## config.mk

```make
export PLATFORM = sky130hd
export DESIGN_NAME = alu_arbiter
export DESIGN_NICKNAME = d
export VERILOG_FILES = /design/src/rtl/alu_arbiter.sv
export SDC_FILE = /design/constraint.sdc
export NUM_CORES = 1
export LEC_CHECK = 0
export BUFFER_PORTS_ARGS = -buffer_cell sky130_fd_sc_hd__buf_2
export CORE_AREA = 2 2 110 112
export CTS_BUF_LIST = sky130_fd_sc_hd__clkbuf_4 sky130_fd_sc_hd__clkbuf_8
export DETAILED_ROUTE_END_ITERATION = 10
export DIE_AREA = 0 0 112 114
export PLACE_DENSITY = 0.77
export SYNTH_ARGS = -nofsm -noshare
export SYNTH_HDL_FRONTEND = slang
export SYNTH_SLANG_ARGS = --single-unit
```

## constraint.sdc

```tcl
create_clock -name clk -period 1.9 [get_ports clk]
set_clock_uncertainty 0.15 [all_clocks]
set_input_delay 0.475 -clock clk [delete_from_list [all_inputs] [get_ports clk]]
set_output_delay 0.475 -clock clk [all_outputs]
set_load 0.01 [all_outputs]
```

## src/rtl/alu_arbiter.sv

```systemverilog
// rtl/alu_arbiter.sv - two-requester arbiter sharing one combinational ALU
// Accepts one operation at a time and returns its result with a ready/valid response handshake.
module alu_arbiter #(
    parameter bit RR_EN = 1'b1
) (
    input  logic        clk,
    input  logic        rst,
    input  logic        req0_valid,
    output logic        req0_ready,
    input  logic [31:0] req0_a,
    input  logic [31:0] req0_b,
    input  logic [4:0]  req0_op,
    input  logic        req1_valid,
    output logic        req1_ready,
    input  logic [31:0] req1_a,
    input  logic [31:0] req1_b,
    input  logic [4:0]  req1_op,
    output logic [31:0] alu_a,
    output logic [31:0] alu_b,
    output logic [4:0]  alu_op,
    input  logic [31:0] alu_c,
    output logic        resp_valid,
    input  logic        resp_ready,
    output logic [31:0] resp_data,
    output logic        resp_id,
    output logic        resp_err
);

    typedef enum logic [1:0] {
        IDLE = 2'd0,
        EXEC = 2'd1,
        RESP = 2'd2
    } state_t;

    localparam logic [4:0] MAX_OP = 5'd6;

    state_t      state_q;
    logic        last_grant_q;
    logic        err_q;
    logic [31:0] alu_a_q;
    logic [31:0] alu_b_q;
    logic [4:0]  alu_op_q;
    logic        resp_valid_q;
    logic [31:0] resp_data_q;
    logic        resp_id_q;
    logic        resp_err_q;

    logic        grant0;
    logic        grant1;
    logic        in_idle;
    logic        accept;
    logic [4:0]  sel_op;
    logic        sel_illegal;

    // Under contention, requester 0 wins unless round-robin says it went last.
    always_comb begin
        grant0      = req0_valid && (!req1_valid || !RR_EN || last_grant_q);
        grant1      = req1_valid && !grant0;
        in_idle     = (state_q == IDLE) && !rst;
        req0_ready  = in_idle && grant0;
        req1_ready  = in_idle && grant1;
        accept      = req0_ready || req1_ready;
        sel_op      = grant1 ? req1_op : req0_op;
        sel_illegal = sel_op > MAX_OP;
    end

    always_ff @(posedge clk) begin
        if (rst) begin
            state_q      <= IDLE;
            last_grant_q <= 1'b1;
            err_q        <= 1'b0;
            alu_a_q      <= '0;
            alu_b_q      <= '0;
            alu_op_q     <= '0;
            resp_valid_q <= 1'b0;
            resp_data_q  <= '0;
            resp_id_q    <= 1'b0;
            resp_err_q   <= 1'b0;
        end else begin
            case (state_q)
                IDLE: begin
                    if (accept) begin
                        alu_a_q      <= grant1 ? req1_a : req0_a;
                        alu_b_q      <= grant1 ? req1_b : req0_b;
                        alu_op_q     <= sel_illegal ? 5'd0 : sel_op;
                        err_q        <= sel_illegal;
                        last_grant_q <= grant1;
                        state_q      <= EXEC;
                    end
                end
                EXEC: begin
                    resp_data_q  <= err_q ? 32'd0 : alu_c;
                    resp_id_q    <= last_grant_q;
                    resp_err_q   <= err_q;
                    resp_valid_q <= 1'b1;
                    state_q      <= RESP;
                end
                RESP: begin
                    if (resp_ready) begin
                        resp_valid_q <= 1'b0;
                        state_q      <= IDLE;
                    end
                end
                default: state_q <= IDLE;
            endcase
        end
    end

    assign alu_a      = alu_a_q;
    assign alu_b      = alu_b_q;
    assign alu_op     = alu_op_q;
    assign resp_valid = resp_valid_q;
    assign resp_data  = resp_data_q;
    assign resp_id    = resp_id_q;
    assign resp_err   = resp_err_q;

endmodule

```

=== Word level (Yosys, flattened, before mapping) ===
Cells that the tools add are included.

* Output and inout bits: 106
* Word-level logic and storage cells: 40
* Input port bits: 175
* Register bits: 108

* Equality and inequality tests: 4
* Order comparisons: 1
* Muxes and demuxes: 10
* Reductions and logical operators: 15

{| class="wikitable"
|+ Operator list
! cell !! count
|-
| $mux W32 || 3
|-
| $mux W5 || 2
|-
| $pmux W2 S3 || 1
|-
| $reduce_and A2 Y1 || 3
|-
| $gt A5 B3 Y1 const B || 1
|-
| $logic_and A1 B1 Y1 || 5
|-
| $mux W2 || 2
|-
| $ne A2 B2 Y1 const B || 2
|-
| $logic_not A1 Y1 || 3
|-
| $eq A2 B1 Y1 const B || 1
|-
| $eq A2 B2 Y1 const B || 1
|-
| $logic_not A2 Y1 || 1
|-
| $logic_or A1 B1 Y1 || 2
|-
| $pmux W1 S2 || 1
|-
| $reduce_bool A2 Y1 || 1
|-
| $mux W1 || 1
|}

=== Depth between registers and ports, before layout ===
* Depth after elaboration: 9
* Gate-level depth with buffers: 7
* Gate-level depth less buffers: 4

=== Worst setup path after synthesis ===
OpenSTA, ideal clock, no wires.

* Kind: input-to-output
* From: in rst
* To: out req0_ready
* Path buffers: 3
* Stages on the path: 5
* Setup slack: -0.042 ns
* Data required time: 1.275 ns
* Arrival: 1.317 ns
* Path through: buf_2 -> nor3_4 -> buf_4 -> buf_6 -> and3_1

* Word-level cells in the longest chain between the ends: 3

{| class="wikitable"
|+ RTL lines
! item !! line !! RTL
|-
| start, declared || 7 || <nowiki>input logic rst,</nowiki>
|-
| $logic_not A1 Y1 || 59 || <nowiki>in_idle = (state_q == IDLE) && !rst;</nowiki>
|-
| $logic_and A1 B1 Y1 || 59 ||
|-
| $logic_and A1 B1 Y1 || 60 || <nowiki>req0_ready = in_idle && grant0;</nowiki>
|-
| end, declared || 9 || <nowiki>output logic req0_ready,</nowiki>
|}

Every way passes these cells.

=== Final worst setup path ===
* From: reg state_q[1]
* To: out req0_ready

* Word-level cells in the longest chain between the ends: 3

{| class="wikitable"
|+ RTL lines
! item !! line !! RTL
|-
| start, declared || 37 || <nowiki>state_t state_q;</nowiki>
|-
| start signal, assigned || 69 || <nowiki>state_q <= IDLE;</nowiki>
|-
| start signal, assigned || 88 || <nowiki>state_q <= EXEC;</nowiki>
|-
| start signal, assigned || 96 || <nowiki>state_q <= RESP;</nowiki>
|-
| $logic_not A2 Y1 || 59 ||
|-
| $logic_and A1 B1 Y1 || 59 ||
|-
| $logic_and A1 B1 Y1 || 60 ||
|}

Every way passes these cells.

==> metrics.cfg <==
[cts]
htree_levels=3
cts.sinks=108
clk_latency_ns=0.35
clkTransAtPathRegs_ns=0.11
cts_tree=done
cts_max_path_buffers=2
ctsHoldBuffers=0
cts_inserted_buffers=9
cts_root_buf=clkbuf_8

[yosys]
ys_types=36
mappedNetlistNets=675
synth_edf_count=0
synth_seq_area_share=0.4356
syn_inst=500
async_flop_share=0
yosysWarnings=0
avgSynthCellArea_um2=9.927
synth_top_area_frac=0.4356
ys_seq_elements=108
synth_most_common_cell=dfxtp_1
synth.area.top_cells=dfxtp_1 (44%), mux2i_1 (14%), a21oi_1 (10%)
synth_area_um2=4964
yosys_most_used_dff=dfxtp_1
yosysTopAreaCell=dfxtp_1
synth_common_cells=dfxtp_1 (108), a21oi_1 (101), mux2i_1 (67)

[setup_path]
critical_path_class=reg -> out
reg2reg_to=alu_a[2]
worstSetupStartpointType=flip-flop
startpoint=state_q[1]
worst_setup_path_end_kind=output pin
reg2reg_from=state_q[1]
worst_ep_arrival_time_ns=1.28
worst_r2r_path_depth=6
crit_fanout=4
timing.reg2reg.setup_slack_ns=0.22
worst_ep_required_time_ns=1.27

[timing]
finalSetupViolCount=1
rsz0062_at_grt=true
fin_crit_sh=1.002
slew_headroom=0.6342
finalHoldViolations=0
tightest_slew_ns=0.5487
fin_ws_ns=-0.003941
fmax_mhz=525.2
min_period_ns=1.904
final.setup.tns_ns=-0.003941
slew_violations=0

[routing]
ant_nets=0
drtIter0Drc=250
drc_errors=0
drtPass1Iterations=4
wl_per_cell_um=15.66
num_vias=4784
viasPerCell=5.223
wirelength_um=14340

[flow_run]
max_cap_viol_count=0

[layout]
antenna_cells=0
multi_input_area_um2=2474
finalInstanceArea_um2=6770
fillCellCount=1044
drive_gt1_frac=0.4785
area_growth_pct=36.40
nets=939
seq_area_um2=2170

[floorplan]
core_area_um2=11710
rows=40
pin_count=281
initial_core_util=0.4238
dieWidth_um=112
fp.dieH_um=114
die_area_um2=12770

[power_and_ir_drop]
irDropWorstVdd_v=0.0005262
p_clk_frac=0.283
p_sw_frac=0.2985
combinationalPowerShare=0.251
p_leak_nw=3.079
p_sw_mw=1.638
p_per_area_nw_per_um2=810.4
seqPwrFrac=0.466
p_int_mw=3.849

[global_route]
grt-ovfl-total=0
grt_pass1_wl_um=22770
grt_pass1_vias=4737
antenna_found_initial=0
grt_max_degree=104
track_usage=0.2171

[status]
violations=negative setup slack
outcome=finished with violations

[worst_hold_path]
hold_class=in -> reg
worst_hold_path.endpoint=resp_data[14]
hold_start=alu_c[14]
whs_path_depth=3

[place]
gp_congestion=0.8329
io_buffer_count=280
place_hpwl_um=10470
place_area_um2=6496

## sequential cells by signal (all words and copies together) (netlist names), 2 cells and up
register and cells:
resp_data 32, alu_op 5, alu_b 32, state_q 2, alu_a 32
## worst max-delay path: stages, from the launching register on
cell,delay [ns]
dfxtp_4,0.37
nor3_4,0.24
and3_1,0.18
buf_2,0.13
## kinds of logic (layout without fill, tap and decap cells)
| logic type | Yosys count | after routing | synth area share |
|---|---|---|---|
| AOI/OAI and AO/OA | 176 | 176 | 0.2551 |
| buffers and inverters | 57 | 326 | 0.06806 |
| DFF | 108 | 108 | 0.4356 |
| muxes | 67 | 67 | 0.1351 |
| and+or+nand+nor | 92 | 92 | 0.1061 |
## power groups by stage
stage	Clock [mW]	Combinational (mW)	Sequential (mW)
4_1_cts	1.60	1.38	2.56
5_1_grt	1.71	1.50	2.58
3_5_place_dp	0	1.37	2.61
3_3_place_gp	0	1.32	2.61
2_1_floorplan	0	0.736	2.69
6_report	1.55	1.37	2.56
## cell type report
class / count / share of cell area
timing repair buffer: 306 / 0.2519
clock buffer: 9 / 0.01830
multi-input combinational: 335 / 0.3654
sequential: 108 / 0.3205
inverter: 4 / 0.002218
tap: 147 / 0.02717
clock inverter: 7 / 0.01460
## layout by cell type, fill, tap and decap left out, drive strengths merged, types with 2 or more instances in the layout
cell type  netlist  routed
buf             39     306
dfxtp          108     108
a21oi          101     101
mux2i           67      67
a211oi          64      64
nand2           38      38
nand3b          33      33
clkbuf          14       9
nor2             5       5
inv              4       5
and3             3       3
a21boi           3       3
clkinv           0       3
nand3            2       2
nand4b           2       2
nand4            2       2
a311oi           2       2
bufinv           0       2
or2              2       2
## per-layer routing
| metal | global-route usage | part of all wire |
|---|---|---|
| met5 | 0 | 0 |
| met3 | 0.03348 | 0.053 |
| met1 | 0.2614 | 0.41 |
| met2 | 0.3911 | 0.51 |
| met4 | 0.08455 | 0.024 |
## metrics by stage
step / power, mW / util / setup WS [ns] / cells / hold slack (ns)
after floorplan: 3.431 / - / -0.02035 / 500 / 0.3070
after global placement: 3.930 / 0.5547 / 0.09060 / 895 / 0.2860
after detailed placement: 3.978 / 0.5547 / -0.02332 / 895 / 0.2927
after CTS: 5.540 / 0.5760 / 0.003883 / 914 / 0.1912
after global routing: 5.789 / 0.5781 / -0.05783 / 916 / 0.1843
final: 5.487 / 0.5781 / -0.003941 / 916 / 0.2125
## repair_timing
action | 4_1_cts | 5_1_grt
pin swaps | 2 | 2
gates resized for setup | 2 | 4
endpoints found under the setup margin | 2 | 2
buffers inserted | 3 | 2
## worst max path at each step
stage,endpoint,slack (ns)
6_report,req0_ready,-0.004
5_1_grt,req0_ready,-0.06
4_1_cts,req0_ready,0.004
3_5_place_dp,alu_a[2],-0.02
3_3_place_gp,alu_b[28],0.09
2_1_floorplan,req0_ready,-0.02
No activity file was read; power rests on OpenSTA's default activity.
